<file path="src/rtl/frog_motion.sv">
// Frog position/direction controller: debounced buttons become 32-pixel hops
// animated over several frames, with edge-of-screen blocking and death/respawn.
module frog_motion #(
  parameter int SCREEN_W        = 640,
  parameter int SCREEN_H        = 480,
  parameter int FROG_SIZE       = 32,
  parameter int HOP_STEP        = 4,
  parameter int HOP_FRAMES      = 8,
  parameter int DEATH_FRAMES    = 60,
  parameter int START_X         = 304,
  parameter int START_Y         = 448,
  parameter int DEBOUNCE_CYCLES = 250000
) (
  input  logic       clk,
  input  logic       rst_n,
  input  logic       btn_up,
  input  logic       btn_down,
  input  logic       btn_left,
  input  logic       btn_right,
  input  logic       frame_tick,
  input  logic       collision,
  output logic [9:0] frog_x,
  output logic [9:0] frog_y,
  output logic [1:0] direction,
  output logic       hopping,
  output logic       dead
);

  localparam int DBW  = (DEBOUNCE_CYCLES > 1) ? $clog2(DEBOUNCE_CYCLES) : 1;
  localparam int FMAX = (HOP_FRAMES > DEATH_FRAMES) ? HOP_FRAMES : DEATH_FRAMES;
  localparam int FCW  = $clog2(FMAX + 1);

  localparam logic [DBW-1:0] DB_LAST = DBW'(DEBOUNCE_CYCLES - 1);
  localparam logic [1:0] DIR_UP    = 2'd0;
  localparam logic [1:0] DIR_RIGHT = 2'd1;
  localparam logic [1:0] DIR_DOWN  = 2'd2;
  localparam logic [1:0] DIR_LEFT  = 2'd3;

  typedef enum logic [1:0] {
    S_IDLE = 2'd0,
    S_HOP  = 2'd1,
    S_DEAD = 2'd2
  } state_t;

  // Bit order doubles as priority order within one cycle: up > down > left > right.
  logic [3:0]     btn_raw;
  logic [3:0]     sync_a;
  logic [3:0]     sync_b;
  logic [3:0]     deb;
  logic [3:0]     rise;
  logic [DBW-1:0] db_cnt [4];

  assign btn_raw = {btn_right, btn_left, btn_down, btn_up};

  always_ff @(posedge clk or negedge rst_n) begin
    if (!rst_n) begin
      sync_a <= '0;
      sync_b <= '0;
      deb    <= '0;
      for (int i = 0; i < 4; i++) db_cnt[i] <= '0;
    end else begin
      sync_a <= btn_raw;
      sync_b <= sync_a;
      for (int i = 0; i < 4; i++) begin
        if (sync_b[i] == deb[i]) begin
          db_cnt[i] <= '0;
        end else if (db_cnt[i] == DB_LAST) begin
          deb[i]    <= sync_b[i];
          db_cnt[i] <= '0;
        end else begin
          db_cnt[i] <= db_cnt[i] + DBW'(1);
        end
      end
    end
  end

  always_comb begin
    for (int i = 0; i < 4; i++) begin
      rise[i] = sync_b[i] && !deb[i] && (db_cnt[i] == DB_LAST);
    end
  end

  logic [1:0] rise_dir;

  always_comb begin
    rise_dir = DIR_RIGHT;
    if (rise[0])      rise_dir = DIR_UP;
    else if (rise[1]) rise_dir = DIR_DOWN;
    else if (rise[2]) rise_dir = DIR_LEFT;
  end

  logic       pend_vld;
  logic [1:0] pend_dir;
  logic       pend_clr;

  // A fresh edge beats a same-cycle clear, so a tick never swallows it.
  always_ff @(posedge clk or negedge rst_n) begin
    if (!rst_n) begin
      pend_vld <= 1'b0;
      pend_dir <= DIR_UP;
    end else if (|rise) begin
      pend_vld <= 1'b1;
      pend_dir <= rise_dir;
    end else if (pend_clr) begin
      pend_vld <= 1'b0;
    end
  end

  logic up_ok;
  logic down_ok;
  logic left_ok;
  logic right_ok;
  logic move_ok;

  assign up_ok    = {1'b0, frog_y} >= 11'(FROG_SIZE);
  assign down_ok  = ({1'b0, frog_y} + 11'(2 * FROG_SIZE)) <= 11'(SCREEN_H);
  assign left_ok  = {1'b0, frog_x} >= 11'(FROG_SIZE);
  assign right_ok = ({1'b0, frog_x} + 11'(2 * FROG_SIZE)) <= 11'(SCREEN_W);

  always_comb begin
    case (pend_dir)
      DIR_UP:    move_ok = up_ok;
      DIR_RIGHT: move_ok = right_ok;
      DIR_DOWN:  move_ok = down_ok;
      default:   move_ok = left_ok;
    endcase
  end

  state_t         state;
  state_t         state_nxt;
  logic [FCW-1:0] fcnt;
  logic [FCW-1:0] fcnt_nxt;
  logic [FCW-1:0] fcnt_inc;
  logic [9:0]     x_nxt;
  logic [9:0]     y_nxt;
  logic [1:0]     dir_nxt;
  logic [1:0]     move_dir;
  logic           move;

  assign fcnt_inc = fcnt + FCW'(1);

  always_comb begin
    state_nxt = state;
    fcnt_nxt  = fcnt;
    x_nxt     = frog_x;
    y_nxt     = frog_y;
    dir_nxt   = direction;
    move_dir  = direction;
    move      = 1'b0;
    pend_clr  = 1'b0;

    if (frame_tick) begin
      if (collision && state != S_DEAD) begin
        state_nxt = S_DEAD;
        fcnt_nxt  = '0;
        pend_clr  = 1'b1;
      end else begin
        case (state)
          S_IDLE: begin
            if (pend_vld) begin
              dir_nxt  = pend_dir;
              pend_clr = 1'b1;
              if (move_ok) begin
                state_nxt = S_HOP;
                move      = 1'b1;
                move_dir  = pend_dir;
                fcnt_nxt  = FCW'(1);
              end
            end
          end
          S_HOP: begin
            move     = 1'b1;
            pend_clr = 1'b1;
            fcnt_nxt = fcnt_inc;
            if (fcnt_inc == FCW'(HOP_FRAMES)) state_nxt = S_IDLE;
          end
          S_DEAD: begin
            pend_clr = 1'b1;
            fcnt_nxt = fcnt_inc;
            if (fcnt_inc == FCW'(DEATH_FRAMES)) begin
              state_nxt = S_IDLE;
              x_nxt     = 10'(START_X);
              y_nxt     = 10'(START_Y);
              dir_nxt   = DIR_UP;
            end
          end
          default: state_nxt = S_IDLE;
        endcase
      end
    end

    if (move) begin
      case (move_dir)
        DIR_UP:    y_nxt = frog_y - 10'(HOP_STEP);
        DIR_RIGHT: x_nxt = frog_x + 10'(HOP_STEP);
        DIR_DOWN:  y_nxt = frog_y + 10'(HOP_STEP);
        default:   x_nxt = frog_x - 10'(HOP_STEP);
      endcase
    end
  end

  always_ff @(posedge clk or negedge rst_n) begin
    if (!rst_n) begin
      state     <= S_IDLE;
      fcnt      <= '0;
      frog_x    <= 10'(START_X);
      frog_y    <= 10'(START_Y);
      direction <= DIR_UP;
      hopping   <= 1'b0;
      dead      <= 1'b0;
    end else begin
      state     <= state_nxt;
      fcnt      <= fcnt_nxt;
      frog_x    <= x_nxt;
      frog_y    <= y_nxt;
      direction <= dir_nxt;
      hopping   <= (state_nxt == S_HOP);
      dead      <= (state_nxt == S_DEAD);
    end
  end

endmodule
</file>
<file path="config.mk">
export PLATFORM = sky130hd
export DESIGN_NAME = frog_motion
export DESIGN_NICKNAME = d
export VERILOG_FILES = /design/src/rtl/frog_motion.sv
export SDC_FILE = /design/constraint.sdc
export NUM_CORES = 1
export LEC_CHECK = 0
export CORE_AREA = 5 5 133 135
export DETAILED_ROUTE_END_ITERATION = 16
export DIE_AREA = 0 0 138 140
export GPL_TIMING_DRIVEN = 0
export PLACE_DENSITY_LB_ADDON = 0.15
export SETUP_SLACK_MARGIN = 0.5
export SYNTH_ARGS = -nofsm -noshare
export SYNTH_HDL_FRONTEND = slang
export SYNTH_SLANG_ARGS = --single-unit
</file>
<file path="constraint.sdc">
create_clock -name clk -period 5.1 [get_ports clk]
set_clock_uncertainty 0.1 [all_clocks]
set_input_delay 0.51 -clock clk [delete_from_list [all_inputs] [get_ports clk]]
set_output_delay 0.51 -clock clk [all_outputs]
set_load 0.1 [all_outputs]
</file>
Word-level counts from Yosys, hierarchy flattened

Cells that the tools add are included.

Div/mod/pow operators: 0
Add/sub/neg operators: 11
Shift operators: 0
Equality and inequality tests: 23
Multiplexer cells: 54
Multipliers: 0
Reduce and logical (&&, ||, !) cells: 28
Order comparisons: 4
Bitwise logic cells: 5

Operators by type and width:

| kind                  | number |
|---|---|
| $mux 18               | 8 |
| $mux 10               | 10 |
| $add 18x1->18 const B | 4 |
| $eq 18x18->1 const B  | 4 |
| $pmux 10 s2           | 2 |
| $mux 2                | 16 |
| $add 10x7->11 const B | 2 |
| $add 10x3->10 const B | 2 |
| $ge 10x6->1 const B   | 2 |
| $sub 10x3->10 const B | 2 |
| $mux 6                | 3 |
| $pmux 6 s2            | 1 |
| $le 11x10->1 const B  | 1 |
| $le 11x9->1 const B   | 1 |
| $logic_and 1x1->1     | 9 |
| $mux 1                | 9 |
| $eq 2x1->1 const B    | 4 |
| $eq 2x2->1 const B    | 4 |
| $reduce_and 2->1      | 4 |
| $add 6x1->6 const B   | 1 |
| $eq 6x4->1 const B    | 1 |
| $eq 6x6->1 const B    | 1 |
| $logic_not 2->1       | 3 |
| $ne 2x2->1 const B    | 3 |
| 14 further kinds      | 28 |

Memories kept: 0
Memory bits (read-only): 0
Logic and storage cells: 144
Register bits after elaboration: 119
Bits in latches: 0
RAM bits: 0
Input bits: 8

Longest topological paths before layout

Depth after elaboration: 12
Depth in mapped cells: 16
Mapped depth without buffers: 16

Worst setup path before layout

OpenSTA, ideal clock, no wires.

Path type: register to register
From: register frog_x[6]
To: register frog_x[9]
Path buffers: 0
Data required time: 4.879 ns
Cell stages (with the launch flop): 16
Slack: 0.439 ns
Data arrival time: 4.440 ns
Cells stage by stage: dfrtp_1 > inv_1 > ha_1 > a21boi_0 > o22a_1 > a211oi_4 > nor3b_1 > a31oi_1 > ha_1 > a21o_1 > a211oi_1 > o21ai_0 > and2_1 > nor3b_1 > nor4b_1 > o22a_1

Word-level cells in the longest chain between the ends: 12
Elaborated cells on any way between the ends: 22

RTL lines:

| what                                          | RTL line | text |
|---|---|---|
| start, declared                               | 22       | `output logic [9:0] frog_x,` |
| start signal, assigned                        | 206      | `frog_x <= 10'(START_X);` |
| start signal, assigned                        | 214      | `frog_x <= x_nxt;` |
| $add 10x7->11                                 | 118      | `assign right_ok = ({1'b0, frog_x} + 11'(2 * FROG_SIZE)) <= 11'(SCREEN_W);` |
| $le 11x10->1                                  | 118      |  |
| $pmux 1 s3                                    | 121      | `case (pend_dir)` |
| $mux 2                                        | 163      | `if (move_ok) begin` |
| $mux 2                                        | 160      | `if (pend_vld) begin` |
| $mux 2                                        | 158      | `case (state)` |
| $mux 2                                        | 153      | `if (collision && state != S_DEAD) begin` |
| $mux 2                                        | 152      | `if (frame_tick) begin` |
| $eq 2x2->1 or $logic_not 2->1 (tied branches) | 193      | `case (move_dir)` |
| $reduce_or 2->1 (no line)                     | --       |  |
| $pmux 10 s2                                   | 193      |  |
| $mux 10 (*)                                   | 192      | `if (move) begin` |
| net x_nxt[9]                                  | 134      | `logic [9:0] x_nxt;` |

The timed path passes the listed nets; every way through them passes the cells marked *.
A chain may end at the register's enable or synchronous reset.

Final worst setup path

From: register frog_y[3]
To: register frog_y[9]

Word-level cells in the longest chain between the ends: 11
Elaborated cells on any way between the ends: 20

RTL lines:

| what                                          | RTL line | text |
|---|---|---|
| start, declared                               | 23       | `output logic [9:0] frog_y,` |
| start signal, assigned                        | 207      | `frog_y <= 10'(START_Y);` |
| start signal, assigned                        | 215      | `frog_y <= y_nxt;` |
| $add 10x7->11                                 | 116      | `assign down_ok = ({1'b0, frog_y} + 11'(2 * FROG_SIZE)) <= 11'(SCREEN_H);` |
| $le 11x9->1                                   | 116      |  |
| $pmux 1 s3                                    | 121      |  |
| $mux 2                                        | 163      |  |
| $mux 2                                        | 160      |  |
| $mux 2                                        | 158      |  |
| $mux 2                                        | 153      |  |
| $mux 2                                        | 152      |  |
| $eq 2x2->1 or $logic_not 2->1 (tied branches) | 193      |  |
| $pmux 10 s2                                   | 193      |  |
| $mux 10 (*)                                   | 192      |  |
| net y_nxt[9]                                  | 135      | `logic [9:0] y_nxt;` |

Marked as above.

==> flow_summary.toml <==
[pwr]
powerDensity_nw_per_um2 = 463
p_total_mw = 3.57
p_seq_share_pct = 32.3
switching_share_pct = 35.6
clkPwrFrac_pct = 36.0
p_switching_mw = 1.27
peakVddDrop_uv = 238
p_leak_nw = 3.36
internal_power_mw = 2.30
p_comb_share_pct = 31.8

[clocking]
numCtsBuffers = 17
cts-htree-levels = 4
cts_tree = "built"
worstSkewPairLatency_ns = 0.42
ctsLongestPathBuffers = 2
cts.sinks = 119
clk_pin_slew_ns = 0.06
clock_tree.root_cell = "clkbuf_16"

[logic_synthesis]
yosys_warnings = 0
synth.most_common_cell = "dfrtp_1"
netlist.area_leader.share_pct = 44.2
synth_edf_count = 0
yosysTopAreaCell = "dfrtp_1"
syn_avg_cell_area_um2 = 9.68
synth.net_count = 703
ys_seq_area_share_pct = 46.7
synthTopCellsByArea = "dfrtp_1, ha_1, nor2_1, xor2_1, xnor2_1"
synth_common_cells = "dfrtp_1, nor2_1, nand2_1"
async_flop_share_pct = 100
netlist_area_um2 = 6400
syn_inst = 661
synthFlopType = "dfrtp_1"
ys_seq_elements = 119
ys_types = 58

[place]
io_buffers = 31
placed_cell_area_um2 = 7020
globalplace.congestion = 0.802
post-dp-hpwl_um = 9180
pre_cts_ws_ns = 0.258

[worst_hold_path]
hp-class = "register to register"

[critical_path]
cp_cell_sequence = "or4_1 -> o2111ai_1 -> a211oi_4 -> a211oi_4 -> nor3b_1 -> a31oi_2 -> ha_1 -> a21o_1 -> a211oi_1 -> o21ai_0 -> nand3_1 -> mux2i_1 -> nor3b_1 -> a2bb2oi_1"
cpPeakStageDelay_ns = 0.56
crit_start = "frog_y[3]"
crit_cells = 14
r2r_slack_ns = 0.84
endpoint = "frog_y[9]"
arrival_ns = 4.49
crit_fanout = 8
cp-end-kind = "register"
crit_family = "compound AO/OA/AOI/OAI gates"
cp_slowest_cell = "or4_1"
path_class = "register to register"
path_buf_inv = 0
r2r_cells = 14
reg2reg_to = "frog_y[9]"
start_kind = "register"
r2r-start = "frog_y[3]"
worstPathRequired_ns = 5.33

[global_route]
grt_overflow_total = 0
grt.total_usage_pct = 14.3
antenna_found_initial = 0
grt_pass1_vias = 4880
grt_first_pass_wirelength_um = 23000
grt_start_max_net_pins = 96

[route]
wl_per_cell_um = 13.9
routed_wl_um = 13200
drt_iter0_drc = 301
wl_met2_um = 6180
ant_nets = 0
top_layer = "met4"
drc = 0
vias_per_cell = 5.07
wl_met3_um = 471
m1WireLength_um = 6350
drt_first_pass_iters = 4
vias = 4798

[floorplan]
die-area_um2 = 19300
rows = 47
core_um2 = 16300
die_width_um = 138
die_h_um = 140
initial_core_util_pct = 39.1
io_pins = 32

[sta]
fmax_mhz = 235
report.final.hold_viol_count = 0
maxSlewViolCount = 0
setup_viol = 0
layout_setup_ws_ns = 0.837
tightest_slew_ns = 0.989
fin_setup_tns_ns = 0
hold-worst-slack_ns = 0.247
slew_headroom_pct = 33.8
period_share_pct = 83.6
post-route-min-period_ns = 4.26
rsz0062_at_grt = "false"

[final_layout]
final_layout_size_suffix_gt1_share_pct = 8.67
syn_to_final_growth_pct = 20.6
antenna_cells = 0
nNetsFinal = 758
fin_area_um2 = 7710

[flow_run]
max-cap-violations = 0

[run_status]
status = "complete, no violations"
-- worst register-to-register path, cell delays in order (launching register included) --
cell	delay, ns
dfrtp_1	0.43
or4_1	0.56
o2111ai_1	0.31
a211oi_4	0.15
a211oi_4	0.38
nor3b_1	0.11
a31oi_2	0.42
ha_1	0.32
a21o_1	0.19
a211oi_1	0.30
o21ai_0	0.26
nand3_1	0.15
mux2i_1	0.09
nor3b_1	0.20
a2bb2oi_1	0.20
-- worst min-delay path by stage --
stage / start / endpoint / slack, ns / cells after the start
2_1_floorplan: rst_n / db_cnt[0] / 0.11 / 0
3_3_place_gp: sync_a[2] / sync_b[2] / 0.24 / 0
3_5_place_dp: sync_a[2] / sync_b[2] / 0.23 / 0
4_1_cts: sync_a[2] / sync_b[2] / 0.25 / 0
5_1_grt: sync_a[2] / sync_b[2] / 0.25 / 0
6_report: sync_a[2] / sync_b[2] / 0.25 / 0
-- state kept, by name, indices dropped and copies added, names as in the netlist --
signal and flops:
db_cnt 72, dead 1, deb 4, direction 2, fcnt 6, frog_x 10, frog_y 10, hopping 1
pend_dir 2, pend_vld 1, state 2, sync_a 4, sync_b 4
-- timing repair --
item / 4_1_cts / 5_1_grt
hold endpoints to repair: 22 / 0
resized for setup: 2 / 7
setup endpoints to repair: 2 / 2
pin swaps: 0 / 1
hold buffers: 1 / 0
setup buffers: 0 / 3
-- cell type report --
type,count,area (um^2)
fill,1540,8630
multi-input combinational,502,3290
sequential,119,2990
clock buffer,23,488
timing repair buffer,36,372
tap,220,275
clock inverter,7,143
inverter,24,90.1
buffer,16,65.1
-- placed cells by master, fill, tap and decap left out, types with 7 or more instances in the layout --
master           instances
clkdlybuf4s50_1         30
a21o_1                   7
nor4_1                   7
o21ai_0                 21
nor3_1                  15
o31ai_1                  7
clkbuf_1                14
nor2b_1                  8
nand4_1                  9
xnor2_1                 37
inv_1                   24
dfrtp_1                111
nand3_1                 37
xor2_1                  38
nor2_1                 104
nand2b_1                 7
ha_1                    32
a21oi_1                 17
nand2_1                 49
and3_1                  24
clkbuf_16               17
-- power by group through the flow --
| stage | Clock (mW) | Sequential [mW] | Combinational, mW |
|---|---|---|---|
| 6_report | 1.28 | 1.15 | 1.13 |
| 3_3_place_gp | 0 | 1.16 | 1.09 |
| 2_1_floorplan | 0 | 1.45 | 0.582 |
| 5_1_grt | 1.36 | 1.17 | 1.24 |
| 4_1_cts | 1.32 | 1.15 | 1.13 |
| 3_5_place_dp | 0 | 1.17 | 1.12 |
-- routing by layer --
layer / vias to the layer above / track usage (%)
met5: - / 0
met4: 0 / 5.62
met3: 16 / 3.85
met2: 64 / 23.6
met1: 2314 / 18.1
li1: 2404 / -
-- logic make-up after synthesis --
group                    share of synthesized area (%)
AND/OR/NAND/NOR                                   22.4
flip-flops                                        46.7
AO/OA/AOI/OAI                                     9.56
XOR/XNOR                                          10.3
buffers and inverters                             2.39
adder cells (fa/ha/maj)                           6.88
multiplexers                                      1.82
-- per-stage QoR --
step / util, % / instances
final: 47.2 / 947
after global routing: 47.2 / 947
after CTS: 46.9 / 944
after detailed placement: 42.9 / 913
after global placement: 42.7 / 912
after floorplan: - / 661
(Power assumes the default switching activity.)
